**src/rtl/atb_trace_xbar.sv**
```systemverilog
// rtl/atb_trace_xbar.sv - ATB trace crossbar with per-source FIFOs and per-sink packet-locked round-robin
//
// atb_trace_fifo ports:
//   clk_i, rst_i        clock, synchronous active-high reset
//   push_i, wdata_i     write one entry (caller guarantees not full)
//   pop_i, rdata_o      drop head entry (caller guarantees not empty); rdata_o shows the head
//   empty_o, full_o     occupancy flags
//
// atb_trace_xbar ports:
//   clk_i, rst_i                     clock, synchronous active-high reset
//   m_atid_i/m_atdata_i/m_atlast_i   per-master beat fields
//   m_atvalid_i, m_atready_o         per-master handshake
//   s_atid_o/s_atdata_o/s_atlast_o   per-sink registered beat fields
//   s_atvalid_o, s_atready_i         per-sink handshake
//   cfg_en_i, cfg_route_i            per-master forward enable and destination sink index
//   idle_o                           nothing buffered, in flight, or mid-packet

module atb_trace_fifo #(
    parameter int WIDTH = 8,
    parameter int DEPTH = 8
) (
    input  logic             clk_i,
    input  logic             rst_i,
    input  logic             push_i,
    input  logic [WIDTH-1:0] wdata_i,
    input  logic             pop_i,
    output logic [WIDTH-1:0] rdata_o,
    output logic             empty_o,
    output logic             full_o
);
    localparam int AW = (DEPTH > 1) ? $clog2(DEPTH) : 1;

    logic [WIDTH-1:0] mem [DEPTH];
    logic [AW-1:0]    wptr;
    logic [AW-1:0]    rptr;
    logic [AW:0]      count;

    assign empty_o = (count == '0);
    assign full_o  = (count == (AW+1)'(DEPTH));
    assign rdata_o = mem[rptr];

    always_ff @(posedge clk_i) begin
        if (push_i) begin
            mem[wptr] <= wdata_i;
        end
    end

    // Pointers wrap naturally because DEPTH is a power of two.
    always_ff @(posedge clk_i) begin
        if (rst_i) begin
            wptr  <= '0;
            rptr  <= '0;
            count <= '0;
        end else begin
            if (push_i) begin
                wptr <= wptr + AW'(1);
            end
            if (pop_i) begin
                rptr <= rptr + AW'(1);
            end
            case ({push_i, pop_i})
                2'b10:   count <= count + (AW+1)'(1);
                2'b01:   count <= count - (AW+1)'(1);
                default: count <= count;
            endcase
        end
    end
endmodule

module atb_trace_xbar #(
    parameter  int NUM_MASTERS = 6,
    parameter  int NUM_SLAVES  = 2,
    parameter  int DATA_WIDTH  = 64,
    parameter  int ATID_WIDTH  = 8,
    parameter  int FIFO_DEPTH  = 8,
    localparam int SW          = (NUM_SLAVES > 1) ? $clog2(NUM_SLAVES) : 1
) (
    input  logic                                    clk_i,
    input  logic                                    rst_i,
    input  logic [NUM_MASTERS-1:0][ATID_WIDTH-1:0]  m_atid_i,
    input  logic [NUM_MASTERS-1:0]                  m_atvalid_i,
    input  logic [NUM_MASTERS-1:0][DATA_WIDTH-1:0]  m_atdata_i,
    input  logic [NUM_MASTERS-1:0]                  m_atlast_i,
    output logic [NUM_MASTERS-1:0]                  m_atready_o,
    output logic [NUM_SLAVES-1:0][ATID_WIDTH-1:0]   s_atid_o,
    output logic [NUM_SLAVES-1:0][DATA_WIDTH-1:0]   s_atdata_o,
    output logic [NUM_SLAVES-1:0]                   s_atlast_o,
    output logic [NUM_SLAVES-1:0]                   s_atvalid_o,
    input  logic [NUM_SLAVES-1:0]                   s_atready_i,
    input  logic [NUM_MASTERS-1:0]                  cfg_en_i,
    input  logic [NUM_MASTERS-1:0][SW-1:0]          cfg_route_i,
    output logic                                    idle_o
);
    localparam int MW = (NUM_MASTERS > 1) ? $clog2(NUM_MASTERS) : 1;
    // FIFO entry layout: {atid, atdata, atlast, dest}
    localparam int EW = ATID_WIDTH + DATA_WIDTH + 1 + SW;

    // Input side
    logic [NUM_MASTERS-1:0]          pkt_open_q;
    logic [NUM_MASTERS-1:0]          pkt_fwd_q;
    logic [NUM_MASTERS-1:0][SW-1:0]  pkt_dest_q;
    logic [NUM_MASTERS-1:0]          cfg_ok;
    logic [NUM_MASTERS-1:0]          fwd_now;
    logic [NUM_MASTERS-1:0][SW-1:0]  dest_now;
    logic [NUM_MASTERS-1:0]          ready;
    logic [NUM_MASTERS-1:0]          accept;
    logic [NUM_MASTERS-1:0]          push;
    logic [NUM_MASTERS-1:0][EW-1:0]  push_data;

    // FIFO side
    logic [NUM_MASTERS-1:0]          pop;
    logic [NUM_MASTERS-1:0][EW-1:0]  head;
    logic [NUM_MASTERS-1:0]          fifo_empty;
    logic [NUM_MASTERS-1:0]          fifo_full;
    logic [NUM_MASTERS-1:0][SW-1:0]  head_dest;
    logic [NUM_MASTERS-1:0]          head_last;

    // Sink side
    logic [NUM_SLAVES-1:0]           lock_q;
    logic [NUM_SLAVES-1:0][MW-1:0]   lock_m_q;
    logic [NUM_SLAVES-1:0][MW-1:0]   rr_q;
    logic [NUM_SLAVES-1:0]           gnt_valid;
    logic [NUM_SLAVES-1:0][MW-1:0]   gnt_idx;
    logic [NUM_SLAVES-1:0]           xfer;
    logic [MW-1:0]                   cand;

    // While a packet is open the decision captured on its first beat wins,
    // so reconfiguration never splits a packet.
    always_comb begin
        cfg_ok    = '0;
        fwd_now   = '0;
        dest_now  = '0;
        ready     = '0;
        accept    = '0;
        push      = '0;
        push_data = '0;
        for (int m = 0; m < NUM_MASTERS; m++) begin
            cfg_ok[m]    = cfg_en_i[m] && ({1'b0, cfg_route_i[m]} < (SW+1)'(NUM_SLAVES));
            fwd_now[m]   = pkt_open_q[m] ? pkt_fwd_q[m]  : cfg_ok[m];
            dest_now[m]  = pkt_open_q[m] ? pkt_dest_q[m] : cfg_route_i[m];
            // Discarded packets are always accepted so sources never stall.
            ready[m]     = !rst_i && (!fwd_now[m] || !fifo_full[m]);
            accept[m]    = m_atvalid_i[m] && ready[m];
            push[m]      = accept[m] && fwd_now[m];
            push_data[m] = {m_atid_i[m], m_atdata_i[m], m_atlast_i[m], dest_now[m]};
        end
    end

    assign m_atready_o = ready;

    always_ff @(posedge clk_i) begin
        if (rst_i) begin
            pkt_open_q <= '0;
            pkt_fwd_q  <= '0;
            pkt_dest_q <= '0;
        end else begin
            for (int m = 0; m < NUM_MASTERS; m++) begin
                if (accept[m]) begin
                    pkt_open_q[m] <= !m_atlast_i[m];
                    if (!pkt_open_q[m]) begin
                        pkt_fwd_q[m]  <= cfg_ok[m];
                        pkt_dest_q[m] <= cfg_route_i[m];
                    end
                end
            end
        end
    end

    for (genvar m = 0; m < NUM_MASTERS; m++) begin : g_fifo
        atb_trace_fifo #(
            .WIDTH (EW),
            .DEPTH (FIFO_DEPTH)
        ) u_fifo (
            .clk_i   (clk_i),
            .rst_i   (rst_i),
            .push_i  (push[m]),
            .wdata_i (push_data[m]),
            .pop_i   (pop[m]),
            .rdata_o (head[m]),
            .empty_o (fifo_empty[m]),
            .full_o  (fifo_full[m])
        );
    end

    always_comb begin
        head_dest = '0;
        head_last = '0;
        for (int m = 0; m < NUM_MASTERS; m++) begin
            head_dest[m] = head[m][SW-1:0];
            head_last[m] = head[m][SW];
        end
    end

    // Per-sink arbitration. A locked sink only considers its owner; an
    // unlocked sink searches from rr_q+1 upward with wrap. Scanning the
    // offsets high-to-low and overwriting leaves the nearest requester.
    always_comb begin
        gnt_valid = '0;
        gnt_idx   = '0;
        xfer      = '0;
        pop       = '0;
        cand      = '0;
        for (int s = 0; s < NUM_SLAVES; s++) begin
            if (lock_q[s]) begin
                gnt_idx[s]   = lock_m_q[s];
                gnt_valid[s] = !fifo_empty[lock_m_q[s]] && (head_dest[lock_m_q[s]] == SW'(s));
            end else begin
                for (int i = NUM_MASTERS - 1; i >= 0; i--) begin
                    cand = MW'((int'(rr_q[s]) + 1 + i) % NUM_MASTERS);
                    if (!fifo_empty[cand] && (head_dest[cand] == SW'(s))) begin
                        gnt_valid[s] = 1'b1;
                        gnt_idx[s]   = cand;
                    end
                end
            end
            xfer[s] = gnt_valid[s] && (!s_atvalid_o[s] || s_atready_i[s]);
            // Each FIFO head targets one sink only, so pops never collide.
            if (xfer[s]) begin
                pop[gnt_idx[s]] = 1'b1;
            end
        end
    end

    always_ff @(posedge clk_i) begin
        if (rst_i) begin
            s_atvalid_o <= '0;
            s_atid_o    <= '0;
            s_atdata_o  <= '0;
            s_atlast_o  <= '0;
            lock_q      <= '0;
            lock_m_q    <= '0;
            rr_q        <= {NUM_SLAVES{MW'(NUM_MASTERS - 1)}};
        end else begin
            for (int s = 0; s < NUM_SLAVES; s++) begin
                if (xfer[s]) begin
                    s_atvalid_o[s] <= 1'b1;
                    {s_atid_o[s], s_atdata_o[s], s_atlast_o[s]} <= head[gnt_idx[s]][EW-1:SW];
                    // The round-robin pointer only advances at packet end.
                    if (head_last[gnt_idx[s]]) begin
                        lock_q[s] <= 1'b0;
                        rr_q[s]   <= gnt_idx[s];
                    end else begin
                        lock_q[s]   <= 1'b1;
                        lock_m_q[s] <= gnt_idx[s];
                    end
                end else if (s_atready_i[s]) begin
                    s_atvalid_o[s] <= 1'b0;
                end
            end
        end
    end

    assign idle_o = (&fifo_empty) && !(|s_atvalid_o) && !(|pkt_open_q) && !(|lock_q);
endmodule

```
**config.mk**
```make
export PLATFORM = sky130hd
export DESIGN_NAME = atb_trace_xbar
export DESIGN_NICKNAME = d
export VERILOG_FILES = /design/src/rtl/atb_trace_xbar.sv
export SDC_FILE = /design/constraint.sdc
export NUM_CORES = 2
export LEC_CHECK = 0
export CAP_MARGIN = 30
export CORE_MARGIN = 5
export CORE_UTILIZATION = 45
export CTS_BUF_LIST = sky130_fd_sc_hd__clkbuf_16
export CTS_CLUSTER_DIAMETER = 100
export DETAILED_ROUTE_END_ITERATION = 6
export GPL_ROUTABILITY_DRIVEN = 0
export HOLD_SLACK_MARGIN = 0.06
export PLACE_DENSITY_LB_ADDON = 0.15
export SETUP_SLACK_MARGIN = 0.15
export SLEW_MARGIN = 20
export SYNTH_ARGS = -nofsm -noshare
export SYNTH_HDL_FRONTEND = slang
export SYNTH_SLANG_ARGS = --single-unit
export TNS_END_PERCENT = 5
```
**constraint.sdc**
```tcl
create_clock -name clk_i -period 7.9 [get_ports clk_i]
set_clock_uncertainty 0.15 [all_clocks]
set_input_delay 1.58 -clock clk_i [delete_from_list [all_inputs] [get_ports clk_i]]
set_output_delay 1.58 -clock clk_i [all_outputs]
set_load 0.05 [all_outputs]
```
Word level (Yosys, flattened, before mapping)
Memories as Yosys holds them, arrays and structs flattened. A register that Yosys moved wholly into a read port is not among the register bits.
Index checks and enable logic that the tools add are counted.

operators by class
  divide/modulo/power cells = 12
  equality and inequality tests = 18
  add/subtract/negate cells = 36
  multiplexer cells = 146
  order comparisons = 18
  reductions and logical operators = 107
  bitwise logic cells = 10

operator list
  cell                                                        number
  binary-select mux 74 bit (select 3 bit)                     2
  remainder unit 32 x 4 -> 32 bit, second input constant      12
  two-way mux 74 bit                                          2
  adder 32 x 3 -> 32 bit, second input constant               4
  adder 32 x 4 -> 32 bit, second input constant               4
  binary-select mux 1 bit (select 3 bit)                      30
  two-way mux 3 bit                                           26
  two-way mux 1 bit                                           76
  adder 32 x 2 -> 32 bit, second input constant               2
  less-than comparator 3 x 4 -> 1 bit, second input constant  16
  case mux 4 bit (2 select lines)                             6
  logical AND 1 bit                                           39
  zero test 1 bit                                             38
  adder 3 x 1 -> 3 bit, second input constant                 12
  adder 4 x 1 -> 4 bit, second input constant                 6
  == test 4 bit, second input constant                        6
  zero test 4 bit                                             6
  subtractor 4 x 1 -> 4 bit, second input constant            6
  nonzero test 2 bit                                          8
  == test 2 x 1 -> 1 bit, second input constant               6
  == test 2 bit, second input constant                        6
  two-way mux 6 bit                                           2
  NOT 1 bit                                                   9
  adder 3 x 1 -> 4 bit, second input constant                 2
  other kinds (8)                                             21

storage, ports and cells
  memories kept = 6
  bits in writable memories = 3552
  register bits = 240
  logic and storage cells = 403
  input bits = 460
  output and inout port bits = 155

memory list
  name                  words  bits a word  rd ports  clocked after Yosys merged registers in  wr ports  RTL line  source
  g_fifo[0].u_fifo.mem  8      74           1         1                                        1         33        logic [WIDTH-1:0] mem [DEPTH];
  g_fifo[1].u_fifo.mem  8      74           1         1                                        1         33
  g_fifo[2].u_fifo.mem  8      74           1         1                                        1         33
  g_fifo[3].u_fifo.mem  8      74           1         1                                        1         33
  g_fifo[4].u_fifo.mem  8      74           1         1                                        1         33
  g_fifo[5].u_fifo.mem  8      74           1         1                                        1         33

Longest topological paths before layout
  word-level depth = 23
  depth in mapped cells = 30
  depth with buffers taken out = 25

Cells and area by module
Synthesis repeated with hierarchy kept, for this count alone.

second synthesis, totals
  cell total of the unflattened synthesis = 7845
  area, all modules = 154846.0 um^2

modules (own cells, without submodules)
  module                                 sequential area each (um^2)  instances  cells each  area each (um^2)
  atb_trace_fifo (g_fifo[0].u_fifo ...)  18037.3                      3          926         22841.9
  atb_trace_fifo (g_fifo[1].u_fifo ...)  18037.3                      2          926         22840.7
  atb_trace_fifo (g_fifo[2].u_fifo)      18037.3                      1          925         22838.2
  atb_trace_xbar                         3603.5                       1          2290        17800.8

Worst setup path after synthesis
No wires, ideal clock.

  path type = in2reg
  from = in cfg_en_i[4]
  to = mem g_fifo[4].u_fifo.mem[0][0] in the netlist's numbering, enable pin
  library setup time = 0.597 ns
  required time = 7.153 ns
  path buffers = 1
  setup slack = -1.264 ns
  data arrival time = 8.417 ns
  stages on the path = 6
  path through = mux2_2 -> a31oi_1 -> and3_1 -> clkbuf_1 -> nand2b_1 -> nor3_1

on the way
  cells in the longest elaborated chain, start to end = 8

ends and longest elaborated chain
  item                                     RTL line  source
  from (decl)                              90        input logic [NUM_MASTERS-1:0] cfg_en_i,
  two-way mux 1 bit                        n/a
  zero test 1 bit                          142       ready[m] = !rst_i && (!fwd_now[m] || !fifo_full[m]);
  logical OR 1 bit                         142
  logical AND 1 bit                        142
  via m_atready_o[4]                       84        output logic [NUM_MASTERS-1:0] m_atready_o,
  logical AND 1 bit                        143       accept[m] = m_atvalid_i[m] && ready[m];
  logical AND 1 bit                        144       push[m] = accept[m] && fwd_now[m];
  two-way mux 1 bit                        43        if (push_i) begin
  two-way mux 1 bit (implied by the code)  44        mem[wptr] <= wdata_i;
  to (decl)                                33

The timed path passes the listed nets, and every way through them passes these cells.

Worst setup path after layout
  from = reg rr_q[0] in the netlist's numbering
  to = reg g_fifo[0].u_fifo.count[2]

on the way
  cells in the longest elaborated chain, start to end = 23
  elaborated cells between the ends (all ways) = 81
  those cells by class = add/sub (6); div (6); order compare (2); eq/ne (2); mux (43); bitwise (7); reduce/logical (15)

ends and longest elaborated chain
  item                                                                          RTL line  source
  from (decl)                                                                   121       logic [NUM_SLAVES-1:0][MW-1:0] rr_q;
  from (signal assigned)                                                        232       rr_q <= {NUM_SLAVES{MW'(NUM_MASTERS - 1)}};
  from (signal, indexed assignment)                                             241       rr_q[s] <= gnt_idx[s];
  adder 3 x 1 -> 4 bit (*)                                                      209       cand = MW'((int'(rr_q[s]) + 1 + i) % NUM_MASTERS);
  adder 32 x 4 -> 32 bit                                                        209
  remainder unit 32 x 4 -> 32 bit                                               209
  binary-select mux 1 bit (select 3 bit)                                        210       if (!fifo_empty[cand] && (head_dest[cand] == SW'(s))) begin
  two-way mux 1 bit (implied by the code)                                       210
  zero test 1 bit / NOT 1 bit (equally long branches)                           210
  logical AND 1 bit                                                             210
  two-way mux 3 bit (6 in series)                                               210
  [2 not listed]                                                                n/a
  logical AND 1 bit (implied by the code)                                       219       pop[gnt_idx[s]] = 1'b1;
  two-way mux 1 bit (implied by the code)                                       219
  demux 1 bit (select 3 bit)                                                    219
  two-way mux 6 bit (*)                                                         218       if (xfer[s]) begin
  bitwise OR 6 bit (no source line)                                             n/a
  two-way mux 6 bit (*)                                                         218
  == test 2 x 1 -> 1 bit / == test 2 bit (equally long branches)                61        case ({push_i, pop_i})
  case mux 4 bit (2 select lines) / nonzero test 2 bit (equally long branches)  n/a
  to (signal assigned)                                                          62        2'b10: count <= count + (AW+1)'(1);
  to (signal assigned)                                                          63        2'b01: count <= count - (AW+1)'(1);
  to (signal assigned)                                                          64        default: count <= count;
  to (decl)                                                                     36        logic [AW:0] count;

Every way passes the cells marked *; elsewhere a longest branch is shown, timed or not. The select of a mux whose other input is x is not followed.
A chain may end at the register's enable or synchronous reset.

==> results_dict.tcl <==
set metrics [dict create \
    critPathKind "reg -> reg" \
    clock_latency_ns 0.98 \
    synth_edf_count 3552 \
    place_inst 12900 \
    p_leak_uw 0.0563 \
    netlist_area_sq_mm 0.154 \
    ys_ff_latch 3810 \
    vias 82600 \
    use_met3_pct 7.56 \
    wl_per_cell_um 34.7 \
    synthFlopType "edfxtp_1" \
    synthCells 7999 \
    syn_to_final_growth_pct 16.3 \
    tns_ns 0 \
    finalCritPeriodShare_pct 92.3 \
    final_cell_mix "edfxtp_1 (3552), mux4_2 (882), clkdlybuf4s50_1 (613), mux2i_1 (416), clkbuf_16 (403)" \
    antenna_found_initial 166 \
    cts_hold_buf 0 \
    viasPerCell 6.04 \
    async_flop_share_pct 0 \
    ir_worst_vdd_mv 1.35 \
    avgSynthCellArea_sq_um 19.3 \
    wl_um 475000 \
    finalWorstPathRequiredPeriod_ns 7.29 \
    crit_fanout 8 \
    cts_buffers 397 \
    dieArea_sq_mm 0.354 \
    drv_slew 0 \
    hp-class "reg -> reg" \
    initial_core_util_pct 45.3 \
    drt-initial-drc-count 9339 \
    ys_types 107 \
    final_common_cell "edfxtp_1" \
    outcome "completed" \
    grt_overflow_total 0 \
    remaining_drc_errors 0 \
    grt_pass1_vias 81600 \
    drive_gt1_share_pct 23.1 \
    grt_util_all_layers_pct 26.3 \
    maxCapViolCount 0 \
    met1_usage_pct 34.0 \
    clkTransAtPathRegs_ns 0.06 \
    setup_viol 0 \
    cp.required_ns 8.63 \
    r2r_cells 24 \
    grt_use_met2_pct 41.7 \
    die_h_um 595 \
    critPathLaunchType "flip-flop" \
    synth_warnings 0 \
    rsz0062_at_grt "true" \
    drt-pass1-iter-count 6 \
    h-tree-depth 5 \
    grt_max_degree 167 \
    fp.dieW_um 595 \
    grt_pass1_wl_um 657000 \
    clock_path_buffers 4 \
    grt.busiest_layer "met2" \
    nNetsFinal 9264 \
    placed_cell_area_sq_mm 0.167 \
    min_path_cells 2 \
    cts_root_buffer "clkbuf_16" \
    fin_hold_ws_ns 0.338 \
    design_area_sq_mm 0.179 \
    final_util_pct 52.7 \
    arrival_ns 8.02 \
    hold_viol_final 0 \
    hpwlAfterDp_um 315000 \
    core_sq_mm 0.340 \
    post_layout_nonfiller_instances 13700 \
    cts_tree "done" \
    tightest_slew_ns 1.21 \
    cts.sinks 3810 \
    synth_nets 8531 \
    cp-end-kind "flip-flop" \
    slew_headroom_pct 19.6 \
    ant_nets 0 \
    io_pins 615 \
    portBuffers 614 \
    max_freq_mhz 137 \
    num_rows 214 \
    power.density_mw_per_mm2 418 \
    yosysSeqAreaShare_pct 72.6 \
]
worst max-delay path: stages, from the launching register on:
cell	delay, ns
dfxtp_1	0.55
ha_1	0.28
xor2_2	0.38
ha_1	0.26
buf_4	0.15
a21bo_2	0.25
a31oi_2	0.32
ha_1	0.31
a311oi_2	0.32
a21oi_1	0.17
nor3_4	0.36
nand2b_1	0.15
o22a_1	0.16
nand3_1	0.17
o311a_1	0.42
a221oi_1	0.56
nand2_1	0.23
a2bb2o_1	0.64
ha_1	0.36
xor2_1	0.17
ha_1	0.17
a21oi_1	0.05
xor2_1	0.16
or3_1	0.32
a21oi_1	0.14
cells in the mapped netlist (all sizes together) (7+ instances only):
library cell / instances / area share (%)
a221oi: 10 / 0.069
nand3b: 21 / 0.10
clkbuf: 293 / 0.71
dfxtp: 258 / 3.4
ha: 72 / 0.58
o211ai: 18 / 0.088
nor3: 159 / 0.52
nor2b: 29 / 0.12
a21o: 13 / 0.063
inv: 48 / 0.12
a22oi: 183 / 0.90
o31a: 33 / 0.19
or3: 50 / 0.20
nand2b: 51 / 0.21
a211o: 8 / 0.045
nand4: 7 / 0.028
nor4: 13 / 0.057
a21oi: 134 / 0.44
o21ai: 209 / 0.68
xnor2: 22 / 0.13
nor2: 381 / 0.93
xor2: 32 / 0.20
a211oi: 11 / 0.057
a2111oi: 11 / 0.064
o22ai: 43 / 0.18
mux4: 882 / 13
nand3: 54 / 0.18
and2: 20 / 0.083
a31oi: 18 / 0.085
mux2i: 419 / 2.7
o21a: 7 / 0.034
or2: 10 / 0.041
a32oi: 32 / 0.19
edfxtp: 3552 / 69
a31o: 7 / 0.040
mux2: 339 / 2.5
a311oi: 15 / 0.093
nand2: 187 / 0.46
or3b: 37 / 0.21
buf: 195 / 0.57
and3: 16 / 0.065
o31ai: 8 / 0.048
state kept, by name, indices dropped and copies added, names as in the netlist, named ones only:
register and count:
s_atvalid_o 2, g_fifo.u_fifo.count 24, lock_q 2, rr_q 6
s_atlast_o 2, g_fifo.u_fifo.mem 3552, pkt_dest_q 6, pkt_open_q 6
g_fifo.u_fifo.wptr 18, s_atid_o 16, s_atdata_o 128, g_fifo.u_fifo.rptr 18
lock_m_q 6, pkt_fwd_q 6
timing repair:
| action | in CTS | in global routing |
|---|---|---|
| resized for setup | 0 | 1 |
| endpoints found under the hold margin | 0 | 0 |
| buffers inserted | 0 | 0 |
| endpoints found under the setup margin | 0 | 14 |
where the power goes:
group | switching (uW) | internal [uW] | leakage (uW)
logic | 21400 | 12100 | 0.0157
clock network | 7900 | 9960 | 0.00648
registers | 929 | 22700 | 0.0341
total | 30200 | 44800 | 0.0563
routing by layer:
layer	up-vias	wire, um
li1	34500	-
met1	43500	180000
met2	3585	224000
met3	865	45400
met4	90	24900
met5	-	553
metrics by stage:
stage	setup WS, ns	power [uW]
3_3_place_gp	0.807	56300
3_5_place_dp	0.585	56900
6_report	0.608	75000
4_1_cts	0.537	74800
2_1_floorplan	-1.26	45800
5_1_grt	0.114	77800
cell type report:
class | count | area [sq um]
Antenna cell | 70 | 175
Clock buffer | 403 | 10100
Clock inverter | 328 | 2300
Fill cell | 26600 | 161000
Inverter | 52 | 195
Multi-Input combinational cell | 3649 | 40500
Sequential cell | 3810 | 112000
Tap cell | 4536 | 5680
Timing Repair Buffer | 822 | 8400
path summary, 6_finish.rpt:
| check | end | slack, ns | start |
|---|---|---|---|
| worst max-delay path | g_fifo[0].u_fifo.count[2] | 0.61 | rr_q[0] |
| worst min-delay path | g_fifo[0].u_fifo.wptr[0] | 0.34 | g_fifo[0].u_fifo.wptr[0] |
| worst min register to register | g_fifo[0].u_fifo.wptr[0] | 0.34 | g_fifo[0].u_fifo.wptr[0] |
| worst max register to register | g_fifo[0].u_fifo.count[2] | 0.61 | rr_q[0] |
cells by family after synthesis:
group / Yosys count / share of synthesized area (%)
compound gates: 832 / 3.71
xor+xnor: 56 / 0.356
fa+ha+maj: 72 / 0.585
buf+inv: 540 / 1.41
flops: 3810 / 72.6
mux: 1640 / 18.1
simple gates: 1049 / 3.27
No activity file was read; power rests on OpenSTA's default activity.
